## src/rtl/dataslot_pkg.sv

```systemverilog
// Shared types for the APF target_dataslot command arbiter.
package dataslot_pkg;

  typedef struct packed {
    logic        write;
    logic        halt;
    logic [15:0] id;
    logic [31:0] slotoffset;
    logic [31:0] bridgeaddr;
    logic [31:0] length;
  } dataslot_cmd_t;

  typedef enum logic [2:0] {
    ST_IDLE      = 3'd0,
    ST_ISSUE     = 3'd1,
    ST_WAIT_ACK  = 3'd2,
    ST_WAIT_DONE = 3'd3,
    ST_COMPLETE  = 3'd4
  } arb_state_t;

  localparam logic [2:0] DS_ERR_TIMEOUT = 3'h7;

endpackage

```

## src/rtl/dataslot_cmd_arbiter_rr_arbiter.sv

```systemverilog
// Combinational round-robin pick: first set request at or after ptr, with wrap-around.
module rr_arbiter #(
  parameter  int N  = 2,
  localparam int IW = (N > 1) ? $clog2(N) : 1
) (
  input  logic [N-1:0]  req,
  input  logic [IW-1:0] ptr,
  output logic [N-1:0]  grant,
  output logic [IW-1:0] idx,
  output logic          any
);

  always_comb begin
    int          j_int;
    logic [IW-1:0] j;
    grant = '0;
    idx   = '0;
    any   = 1'b0;
    j_int = 0;
    j     = '0;
    for (int k = 0; k < N; k++) begin
      j_int = int'(ptr) + k;
      if (j_int >= N) j_int = j_int - N;
      j = IW'(j_int);
      if (!any && req[j]) begin
        any      = 1'b1;
        grant[j] = 1'b1;
        idx      = j;
      end
    end
  end

endmodule

```

## src/rtl/dataslot_cmd_arbiter.sv

```systemverilog
// Shares the APF target_dataslot command port between NUM_REQ requesters, round-robin.
//
// state        | meaning
// ST_IDLE      | arbitrate; latch winner's command, load timer
// ST_ISSUE     | one setup cycle with fields driven, no strobe
// ST_WAIT_ACK  | read/write strobe high until bridge ack (or timeout)
// ST_WAIT_DONE | waiting for bridge done (or timeout)
// ST_COMPLETE  | one-cycle req_done pulse to the owner
module dataslot_cmd_arbiter
  import dataslot_pkg::*;
#(
  parameter int          NUM_REQ        = 2,
  parameter logic [31:0] TIMEOUT_CYCLES = 32'd74250000
) (
  input  logic                clk_74a,
  input  logic                reset_n,
  input  logic [NUM_REQ-1:0]  req_valid,
  input  dataslot_cmd_t       req_cmd [NUM_REQ],
  output logic [NUM_REQ-1:0]  req_grant,
  output logic [NUM_REQ-1:0]  req_done,
  output logic [2:0]          req_err [NUM_REQ],
  output logic                target_dataslot_read,
  output logic                target_dataslot_write,
  input  logic                target_dataslot_ack,
  input  logic                target_dataslot_done,
  input  logic [2:0]          target_dataslot_err,
  output logic [15:0]         target_dataslot_id,
  output logic [31:0]         target_dataslot_slotoffset,
  output logic [31:0]         target_dataslot_bridgeaddr,
  output logic [31:0]         target_dataslot_length,
  output logic                processor_halt
);

  localparam int IW = (NUM_REQ > 1) ? $clog2(NUM_REQ) : 1;

  arb_state_t         state_q, state_d;
  dataslot_cmd_t      cmd_q, cmd_d;
  logic [31:0]        timer_q, timer_d;
  logic [2:0]         err_q, err_d;
  logic [IW-1:0]      idx_q, idx_d;
  logic [IW-1:0]      rr_q, rr_d;
  logic [NUM_REQ-1:0] grant_q, grant_d;

  logic [NUM_REQ-1:0] pick_grant;
  logic [IW-1:0]      pick_idx;
  logic               pick_any;
  logic               timer_expire;
  logic               busy;
  logic               complete;

  rr_arbiter #(.N(NUM_REQ)) u_rr (
    .req   (req_valid),
    .ptr   (rr_q),
    .grant (pick_grant),
    .idx   (pick_idx),
    .any   (pick_any)
  );

  // Terminal count: the decrement that lands on zero ends the phase.
  assign timer_expire = (timer_q <= 32'd1);

  always_ff @(posedge clk_74a or negedge reset_n) begin
    if (!reset_n) begin
      state_q <= ST_IDLE;
      cmd_q   <= '0;
      timer_q <= '0;
      err_q   <= '0;
      idx_q   <= '0;
      rr_q    <= '0;
      grant_q <= '0;
    end else begin
      state_q <= state_d;
      cmd_q   <= cmd_d;
      timer_q <= timer_d;
      err_q   <= err_d;
      idx_q   <= idx_d;
      rr_q    <= rr_d;
      grant_q <= grant_d;
    end
  end

  always_comb begin
    state_d = state_q;
    cmd_d   = cmd_q;
    timer_d = timer_q;
    err_d   = err_q;
    idx_d   = idx_q;
    rr_d    = rr_q;
    grant_d = grant_q;
    unique case (state_q)
      ST_IDLE: begin
        if (pick_any) begin
          cmd_d   = req_cmd[pick_idx];
          idx_d   = pick_idx;
          grant_d = pick_grant;
          timer_d = TIMEOUT_CYCLES;
          state_d = ST_ISSUE;
        end
      end
      ST_ISSUE: state_d = ST_WAIT_ACK;
      ST_WAIT_ACK: begin
        timer_d = timer_q - 32'd1;
        if (target_dataslot_done) begin
          err_d   = target_dataslot_err;
          state_d = ST_COMPLETE;
        end else if (target_dataslot_ack) begin
          timer_d = TIMEOUT_CYCLES;
          state_d = ST_WAIT_DONE;
        end else if (timer_expire) begin
          err_d   = DS_ERR_TIMEOUT;
          state_d = ST_COMPLETE;
        end
      end
      ST_WAIT_DONE: begin
        timer_d = timer_q - 32'd1;
        if (target_dataslot_done) begin
          err_d   = target_dataslot_err;
          state_d = ST_COMPLETE;
        end else if (timer_expire) begin
          err_d   = DS_ERR_TIMEOUT;
          state_d = ST_COMPLETE;
        end
      end
      ST_COMPLETE: begin
        rr_d    = (idx_q == IW'(NUM_REQ - 1)) ? '0 : idx_q + IW'(1);
        state_d = ST_IDLE;
      end
      default: state_d = ST_IDLE;
    endcase
  end

  assign busy     = (state_q != ST_IDLE);
  assign complete = (state_q == ST_COMPLETE);

  always_comb begin
    req_grant = busy ? grant_q : '0;
    req_done  = complete ? grant_q : '0;
    for (int i = 0; i < NUM_REQ; i++) begin
      req_err[i] = (complete && grant_q[i]) ? err_q : 3'h0;
    end
  end

  assign target_dataslot_read       = (state_q == ST_WAIT_ACK) && !cmd_q.write;
  assign target_dataslot_write      = (state_q == ST_WAIT_ACK) &&  cmd_q.write;
  assign target_dataslot_id         = cmd_q.id;
  assign target_dataslot_slotoffset = cmd_q.slotoffset;
  assign target_dataslot_bridgeaddr = cmd_q.bridgeaddr;
  assign target_dataslot_length     = cmd_q.length;
  assign processor_halt             = busy && cmd_q.halt;

endmodule
```

## config.mk

```make
export PLATFORM = sky130hd
export DESIGN_NAME = dataslot_cmd_arbiter
export DESIGN_NICKNAME = d
export VERILOG_FILES = /design/src/rtl/dataslot_pkg.sv /design/src/rtl/dataslot_cmd_arbiter_rr_arbiter.sv /design/src/rtl/dataslot_cmd_arbiter.sv
export SDC_FILE = /design/constraint.sdc
export NUM_CORES = 1
export LEC_CHECK = 0
export ABC_AREA = 0
export ABC_CLOCK_PERIOD_IN_PS = 3300
export CORE_MARGIN = 5
export CORE_UTILIZATION = 43
export CTS_CLUSTER_DIAMETER = 200
export DETAILED_ROUTE_END_ITERATION = 8
export PLACE_DENSITY_LB_ADDON = 0.3
export SYNTH_ARGS = -nofsm -noshare
export SYNTH_HDL_FRONTEND = slang
export SYNTH_SLANG_ARGS = --single-unit
```

## constraint.sdc

```tcl
create_clock -name clk_74a -period 3.3 [get_ports clk_74a]
set_clock_uncertainty 0.05 [all_clocks]
set_input_delay 0.33 -clock clk_74a [delete_from_list [all_inputs] [get_ports clk_74a]]
set_output_delay 0.33 -clock clk_74a [all_outputs]
set_load 0.02 [all_outputs]
```

==> flow_summary.json <==
{
  "io_buffers": 361,
  "num_vias": 6537,
  "ys_warn_count": 0,
  "maxCapViolations": 0,
  "syn2layout_area_growth_pct": 47.2,
  "dpl.hpwl_um": 19000,
  "drt_first_pass_iters": 4,
  "chipHeight_um": 148,
  "p_leak_uw": 0.00527,
  "top_usage_layer": "met2",
  "critPathMaxFanout": 7,
  "max_freq_mhz": 351,
  "dieArea_mm2": 0.0218,
  "gp_congestion": 0.845,
  "synth_fp_nets": 1079,
  "grt_max_degree": 73,
  "status": "finished clean",
  "die_x_um": 148,
  "ys_top_cells_by_area": "dfrtp_1 (48%), mux2i_1 (14%), buf_4 (10%)",
  "synth_top_area_share_pct": 47.9,
  "required_ns": 3.59,
  "ys_seq_area_share_pct": 47.9,
  "clockBufferDepth": 2,
  "ir_drop_mv": 0.421,
  "wl_um": 24000,
  "tightest_slew_ns": 0.893,
  "clk_latency_ns": 0.42,
  "cts.sinks": 156,
  "synthCells": 840,
  "synth_cell_type_count": 46,
  "fin_tns_setup_ns": 0,
  "use_met2_pct": 37.8,
  "vias_per_cell": 4.92,
  "path_buf_inv": 0,
  "diodes": 0,
  "synth_edf_count": 0,
  "post_cts_buffers": 0,
  "start_kind": "flop",
  "cp-end-kind": "flop",
  "async_flop_share_pct": 100,
  "final_antenna_net_count": 0,
  "ys_ff_latch": 156,
  "power_density_mw_per_mm2": 842,
  "grt.overflow.total": 0,
  "fin_total_pwr_uw": 10100,
  "netlist_area_mm2": 0.00815,
  "fin_crit_sh_pct": 86.3,
  "cts_buffers": 17,
  "use_met3_pct": 6.07,
  "h-tree-depth": 4,
  "initial_core_util_pct": 43.6,
  "path_cells": "or4_4, or4_1, or4_1, or4_1, a21oi_1",
  "io_pins": 362,
  "drt_iter0_markers": 280,
  "drive_gt1_share_pct": 5.38,
  "timing.hold.ws_ns": 0.364,
  "grt_pass1_vias": 6542,
  "setup_viol": 0,
  "hold_class": "primary input to async pin",
  "crit_family": "simple AND/OR/NAND/NOR gates",
  "rsz0062_at_grt": "false",
  "synth_area_leader_cell": "dfrtp_1",
  "routedWlPerCell_um": 18.0,
  "cts_tree": "done",
  "num_rows": 50,
  "finalCriticalPeriod_ns": 2.85,
  "drv_slew": 0,
  "crit_type": "flop to flop",
  "reg2reg_to": "timer_q[25]",
  "crit_top_cell": "or4_1",
  "clock-root-buffer": "clkbuf_16",
  "hold_viol": 0,
  "synth_flop_cell": "dfrtp_1",
  "regToRegSetupSlack_ns": 0.45,
  "max-slew-margin-rel_pct": 40.2,
  "ff2ff_path_depth": 5,
  "antenna_found_initial": 0,
  "grtUsageMet1_pct": 25.3,
  "grt_pass1_wl_um": 36500,
  "nets": 1322,
  "grt.total_usage_pct": 21.6,
  "r2r_start": "timer_q[4]",
  "cp_slowest_stage_delay_ns": 0.67,
  "core_mm2": 0.0187,
  "slowest_stage": "or4_1",
  "syn_avg_cell_area_um2": 9.71,
  "critPathArrivalTime_ns": 3.14,
  "drcViolationCount": 0,
  "clkTransAtPathRegs_ns": 0.06
}
==> layout make-up <==
cell class              instances  area [µm²]
clock buffers                  19         443
clock inverters                13         239
fillers                      1541        6700
inverters                       9        33.8
multi-input cells             516        3220
flip-flops and latches        156        3900
well taps                     234         293
repair buffers                383        3870
==> worst max path at each step <==
| stage | startpoint | endpoint | slack (ns) | cells past startpoint |
|---|---|---|---|---|
| finish | timer_q[4] | timer_q[25] | 0.45 | 5 |
| detailed placement | timer_q[4] | timer_q[25] | 0.48 | 5 |
| CTS | timer_q[4] | timer_q[25] | 0.46 | 5 |
| floorplan | timer_q[4] | timer_q[25] | 0.65 | 6 |
| global route | timer_q[4] | err_q[1] | 0.31 | 6 |
| global placement | timer_q[4] | timer_q[25] | 0.49 | 5 |
==> synth_stat cells (all sizes together), types with 3 or more instances <==
master and number:
a21oi 10, and2 7, buf 116, clkbuf 43, dfrtp 156, inv 9
mux2i 114, nand2 133, nor2 25, nor2b 5, nor3 11, nor4 14
o21ai 127, o31ai 3, or3 7, or4 7, xnor2 17, xor2 4
==> layer usage <==
metal  part of all wire, %  vias up
met5                     0        -
met4                   3.1        0
met3                   6.8       41
met2                    52      227
met1                    39     3038
li1                      -     3231
==> registers in the layout, indices dropped and copies added, names as in the netlist <==
signal and flops:
cmd_q 2, err_q 3, grant_q 2, idx_q 1, rr_q 1, state_q 3, target_dataslot_bridgeaddr 32, target_dataslot_id 16
target_dataslot_length 32, target_dataslot_slotoffset 32, timer_q 32
==> through the flow <==
step | util (%) | cell area (µm²) | instances | setup slack [ns]
after floorplan | - | 8150 | 840 | 0.647
after global placement | 60.5 | 11300 | 1297 | 0.489
after detailed placement | 60.5 | 11300 | 1297 | 0.476
after CTS | 64.2 | 12000 | 1330 | 0.456
after global routing | 64.2 | 12000 | 1330 | 0.308
final | 64.2 | 12000 | 1330 | 0.452
==> layout by cell type (no fill, tap or decap), types with 3 or more instances in the layout <==
| master | netlist | layout |
|---|---|---|
| dfrtp_1 | 156 | 156 |
| inv_1 | 9 | 9 |
| mux2i_1 | 114 | 114 |
| clkbuf_16 | 0 | 17 |
| or4_1 | 6 | 6 |
| o21ai_0 | 125 | 124 |
| and2_1 | 7 | 7 |
| buf_4 | 112 | 14 |
| a21oi_1 | 10 | 10 |
| nor2b_1 | 5 | 5 |
| or3_1 | 7 | 7 |
| nor4_1 | 14 | 14 |
| xnor2_1 | 17 | 17 |
| bufinv_16 | 0 | 6 |
| clkinv_4 | 0 | 4 |
| clkdlybuf4s50_1 | 0 | 360 |
| xor2_1 | 4 | 4 |
| nor2_1 | 25 | 25 |
| nor3_1 | 11 | 11 |
| nand2_1 | 133 | 133 |
| o31ai_1 | 3 | 3 |
| buf_12 | 0 | 7 |
==> kinds of logic after synthesis <==
family / after synthesis / synth area share (%)
XOR/XNOR: 21 / 2.26
flip-flops: 156 / 47.9
adder cells (fa/ha/maj): 2 / 0.307
AO/OA/AOI/OAI: 153 / 9.99
multiplexers: 114 / 14.0
AND/OR/NAND/NOR: 226 / 12.7
buffers and inverters: 168 / 12.9
==> power breakdown <==
group / total (µW) / switching (µW) / internal (µW)
Sequential: 3130 / 444 / 2690
Clock: 2240 / 792 / 1450
Combinational: 4740 / 2590 / 2150
==> repair_timing <==
item / CTS / global route
hold buffers: 1 / 0
resized for setup: 0 / 0
endpoints found under the hold margin: 51 / 0
(Power assumes the default switching activity.)
==> variant 1: new RTL, same flow settings <==
Register the inputs `target_dataslot_ack`, `target_dataslot_done` and `target_dataslot_err` before use. The logic sees them one clock later. The other inputs are not delayed to match.
--- a/src/rtl/dataslot_cmd_arbiter.sv
+++ b/src/rtl/dataslot_cmd_arbiter.sv
@@ -32,6 +32,16 @@
 );
 
   localparam int IW = (NUM_REQ > 1) ? $clog2(NUM_REQ) : 1;
+
+  logic target_dataslot_ack_q;
+  logic target_dataslot_done_q;
+  logic [2:0] target_dataslot_err_q;
+
+  always_ff @(posedge clk_74a) begin
+    target_dataslot_ack_q  <= target_dataslot_ack;
+    target_dataslot_done_q <= target_dataslot_done;
+    target_dataslot_err_q  <= target_dataslot_err;
+  end
 
   arb_state_t         state_q, state_d;
   dataslot_cmd_t      cmd_q, cmd_d;
@@ -100,10 +110,10 @@
       ST_ISSUE: state_d = ST_WAIT_ACK;
       ST_WAIT_ACK: begin
         timer_d = timer_q - 32'd1;
-        if (target_dataslot_done) begin
-          err_d   = target_dataslot_err;
+        if (target_dataslot_done_q) begin
+          err_d   = target_dataslot_err_q;
           state_d = ST_COMPLETE;
-        end else if (target_dataslot_ack) begin
+        end else if (target_dataslot_ack_q) begin
           timer_d = TIMEOUT_CYCLES;
           state_d = ST_WAIT_DONE;
         end else if (timer_expire) begin
@@ -113,8 +123,8 @@
       end
       ST_WAIT_DONE: begin
         timer_d = timer_q - 32'd1;
-        if (target_dataslot_done) begin
-          err_d   = target_dataslot_err;
+        if (target_dataslot_done_q) begin
+          err_d   = target_dataslot_err_q;
           state_d = ST_COMPLETE;
         end else if (timer_expire) begin
           err_d   = DS_ERR_TIMEOUT;
Function: changed (a bounded check fails within 4 cycles, from zero or initial values and one cycle with reset_n low).
==> variant 1 against the unedited design <==
Total power up 0.35%. Sequential cell count up 5. Synthesized area up 2.9%. Count of clock-buffer cells in the layout up 2. Routed wire length up 6.0%. Final cell count up 3.5%. Final area up 0.83%. Critical path depth up 2. First-iteration DRC count up 19%. Worst setup slack better by 0.23 ns. Non-clock buffer count down 9. Largest cell class unchanged. Largest power group unchanged.
==> variant 1: results <==
metrics = {
    "place": {
        "dp_slack_ns": 0.756,
        "gp_congestion": 0.807,
        "io_buffer_count": 361,
        "hpwl_um": 19300,
    },
    "yosys": {
        "synth_seq_area_share_pct": 47.7,
        "async_flop_share_pct": 96.9,
        "synth_common_cells": "156 x dfrtp_1, 139 x nand2_1, 136 x o21ai_0, 114 x mux2i_1, 112 x buf_4",
        "syn-num-nets": 1103,
        "synth_warnings": 0,
        "ys.flop_type": "dfrtp_1",
        "yosys-top-cells-area": "dfrtp_1 47%, mux2i_1 14%, buf_4 10%, o21ai_0 8.1%, nand2_1 6.2%",
        "netlist-cell-type-count": 52,
        "synthCells": 864,
    },
    "clock_network": {
        "ctsResizeCount": 0,
        "cts_root_buf": "clkbuf_16",
        "post_cts.repair.setup_buffers": 0,
        "ctsLongestPathBuffers": 2,
        "htreeDepth": 4,
        "clkTransAtPathRegs_ns": 0.06,
        "cts_buffers": 17,
        "cts_hold_buf": 1,
        "clk_latency_ns": 0.42,
    },
    "layout": {
        "nFillCells": 1643,
        "drive_above_1_share_pct": 4.68,
        "instances_no_fill": 1377,
        "diodes": 0,
        "final_net_count": 1338,
    },
    "global_routing": {
        "grt_use_total_pct": 21.9,
        "grt_pass1_vias": 6847,
        "grt_max_degree": 118,
        "grt_pass1_wl_um": 38100,
        "antenna_found_initial": 0,
    },
    "worst_setup_path": {
        "cp_top_family": "simple AND/OR/NAND/NOR gates",
        "cpPeakStageDelay_ns": 0.50,
        "r2r_setup_slack_ns": 0.68,
        "cp-startpoint": "timer_q[0]$_DFFE_PN0P_",
        "crit_arrival_ns": 2.86,
        "cpMaxStageDelayCell": "o2111ai_1",
        "worstReg2RegEnd": "timer_q[22]$_DFFE_PN0P_",
        "path_class": "reg2reg",
        "cp_max_fo": 9,
        "ff2ff_path_depth": 7,
    },
    "power_and_ir_drop": {
        "p_int_mw": 6.18,
        "p_leak_nw": 5.32,
        "peakVddDrop_mv": 0.402,
    },
    "timing": {
        "min_period_ns": 2.62,
        "maxSlewHeadroom_pct": 42.5,
    },
    "min_path": {
        "hp-class": "in2reg",
    },
    "outcome": {
        "status": "completed",
    },
    "detailed_routing": {
        "num_vias": 6937,
        "wl_per_cell_um": 18.4,
        "dr.pass1.iters": 5,
        "drtIter0Drc": 333,
    },
}
variant 1: logic make-up (layout without fill, tap and decap cells):
| kind of cell | after synthesis | after routing | synth area share [%] |
|---|---|---|---|
| AND/OR/NAND/NOR | 234 | 234 | 13.0 |
| AO/OA/AOI/OAI | 174 | 174 | 11.3 |
| buffers and inverters | 166 | 414 | 12.7 |
| flip-flops | 161 | 161 | 47.7 |
| multiplexers | 114 | 114 | 13.6 |
| XOR/XNOR | 13 | 13 | 1.36 |
| adder cells (fa/ha/maj) | 2 | 2 | 0.298 |
variant 1: stage by stage:
| stage | power (mW) | instance area (µm²) | hold WS, ns |
|---|---|---|---|
| 4_1_cts | 10.3 | 12100 | 0.283 |
| 3_3_place_gp | 8.07 | 11500 | 0.384 |
| 2_1_floorplan | 6.66 | 8390 | -0.0156 |
| 5_1_grt | 10.8 | 12100 | 0.293 |
| 6_report | 10.1 | 12100 | 0.298 |
| 3_5_place_dp | 8.18 | 11500 | 0.392 |
variant 1: per-layer routing:
layer	vias to the layer above	GRT usage, %	wire, µm	part of all wire, %
met5	-	0	0	0
met4	0	7.55	788	3.1
met3	40	5.75	1970	7.7
met2	264	37.3	12700	50
met1	3272	26.9	9930	39
li1	3361	-	-	-
variant 1: cell type report:
class / count / area, µm² / share of cell area [%]
well taps: 265 / 332 / 2.74
clock inverters: 11 / 155 / 1.28
inverters: 8 / 30.0 / 0.248
repair buffers: 374 / 3780 / 31.2
multi-input cells: 537 / 3340 / 27.6
flip-flops and latches: 161 / 4000 / 33.1
clock buffers: 21 / 460 / 3.80
variant 1: worst min path at each step:
stage | start | end | slack (ns) | cells after the start
2_1_floorplan | reset_n | cmd_q[112]$_DFFE_PN0P_ | -0.02 | 0
3_3_place_gp | reset_n | target_dataslot_id[14]$_DFFE_PN0P_ | 0.38 | 1
3_5_place_dp | reset_n | target_dataslot_id[14]$_DFFE_PN0P_ | 0.39 | 1
4_1_cts | target_dataslot_err[0] | target_dataslot_err_q[0]$_DFF_P_ | 0.28 | 1
5_1_grt | target_dataslot_done | target_dataslot_done_q$_DFF_P_ | 0.29 | 1
6_report | target_dataslot_err[0] | target_dataslot_err_q[0]$_DFF_P_ | 0.30 | 1
variant 1: worst reg2reg max path, cell delays in order, from the launching register on:
cell	delay, ns
dfrtp_1	0.44
inv_1	0.10
ha_1	0.29
nor4b_1	0.38
o2111ai_1	0.50
nor4_1	0.48
xnor2_1	0.19
nand2_1	0.07
variant 1: power groups by stage:
stage | combinational, mW | sequential, mW | clock, mW
3_5_place_dp | 4.88 | 3.30 | 0
6_report | 4.83 | 3.27 | 2.05
5_1_grt | 5.22 | 3.38 | 2.17
2_1_floorplan | 3.51 | 3.15 | 0
3_3_place_gp | 4.80 | 3.26 | 0
4_1_cts | 4.90 | 3.27 | 2.09
==> variant 2: new RTL, config.mk and constraints unchanged <==
Made on the original files. `NUM_REQ`: 2 -> 1.
--- a/src/rtl/dataslot_cmd_arbiter.sv
+++ b/src/rtl/dataslot_cmd_arbiter.sv
@@ -9,7 +9,7 @@
 module dataslot_cmd_arbiter
   import dataslot_pkg::*;
 #(
-  parameter int          NUM_REQ        = 2,
+  parameter int          NUM_REQ        = 1,
   parameter logic [31:0] TIMEOUT_CYCLES = 32'd74250000
 ) (
   input  logic                clk_74a,
Interface: changed (5 resized); port bits go from 362 to 242. No check against the original RTL was run, so the function may have changed too.
==> variant 2 against the unedited design <==
Worst setup slack improved by 0.36 ns. Global-route usage decreased by 4.0 points. Synthesized area decreased by 10%. Final area decreased by 19%. Critical endpoint is now req_err[2]. Routed wire length decreased by 27%. Total power decreased by 3.9%. Largest cell class unchanged. Sequential cell count decreased by 3. Highest routed layer unchanged. Critical path depth decreased by 1.
==> variant 2: results <==
metrics = {
    "worst_setup_path": {
        "crit_arrival_ns": 2.11,
        "cp_top_family": "buffers and inverters",
        "setup.worst_path.end": "req_err[2]",
        "r2r_setup_slack_ns": 0.82,
        "cp-startpoint": "state_q[1]$_DFFE_PN0P_",
        "cp_max_fo": 10,
        "worstReg2RegEnd": "target_dataslot_bridgeaddr[14]$_DFFE_PN0P_",
    },
    "timing": {
        "maxSlewHeadroom_pct": 40.5,
        "holdWs_ns": 0.401,
        "post-route-period-util_pct": 75.4,
    },
    "yosys": {
        "synth-compound-area-share_pct": 5.59,
        "synth.avg_cell_area_um2": 12.0,
        "netlist-cell-type-count": 52,
        "syn-num-nets": 734,
        "synthAdderAreaFrac_pct": 0.342,
        "synth_common_cells": "153 x dfrtp_1, 114 x mux2_2, 112 x buf_4, 32 x nor2_1, 25 x o21ai_0",
        "synth_seq_area_share_pct": 52.3,
    },
    "outcome": {
        "status": "completed",
    },
    "power_and_ir_drop": {
        "p_leak_nw": 3.93,
        "peakVddDrop_mv": 0.458,
    },
    "global_routing": {
        "grt_use_total_pct": 17.6,
        "grt_max_degree": 92,
        "grt_pass1_vias": 5122,
    },
    "layout": {
        "nFillCells": 1335,
    },
    "place": {
        "placed_cells": 944,
        "gp_congestion": 0.791,
        "io_buffer_count": 241,
        "hpwl_um": 13100,
        "placed_area_um2": 9140,
    },
    "detailed_routing": {
        "dr.pass1.iters": 5,
        "drtIter0Drc": 198,
        "wl_per_cell_um": 18.0,
        "via_per_inst": 5.11,
    },
}
[variant 2: layout make-up]
type                    count  area share [%]
well taps                 220            2.82
clock inverters            10            1.46
repair buffers            251            25.8
clock buffers              21            4.82
multi-input cells         315            25.7
inverters                   6           0.231
flip-flops and latches    153            39.2
[variant 2: routing by layer]
| metal | track usage [%] | vias to the layer above | wire length, µm |
|---|---|---|---|
| li1 | - | 2299 | - |
| met1 | 21.2 | 2456 | 6960 |
| met2 | 30.9 | 217 | 9120 |
| met3 | 4.57 | 20 | 1280 |
| met4 | 5.41 | 0 | 231 |
| met5 | 0 | - | 0 |
[variant 2: power by group]
part / internal [mW] / total [mW] / switching (mW)
registers: 2.70 / 3.20 / 0.499
logic: 2.33 / 4.52 / 2.19
clock network: 1.25 / 1.99 / 0.746
total: 6.28 / 9.72 / 3.44
[variant 2: repair_timing]
item	CTS	global route
hold endpoints to repair	62	0
endpoints found under the setup margin	0	0
hold buffers	1	0
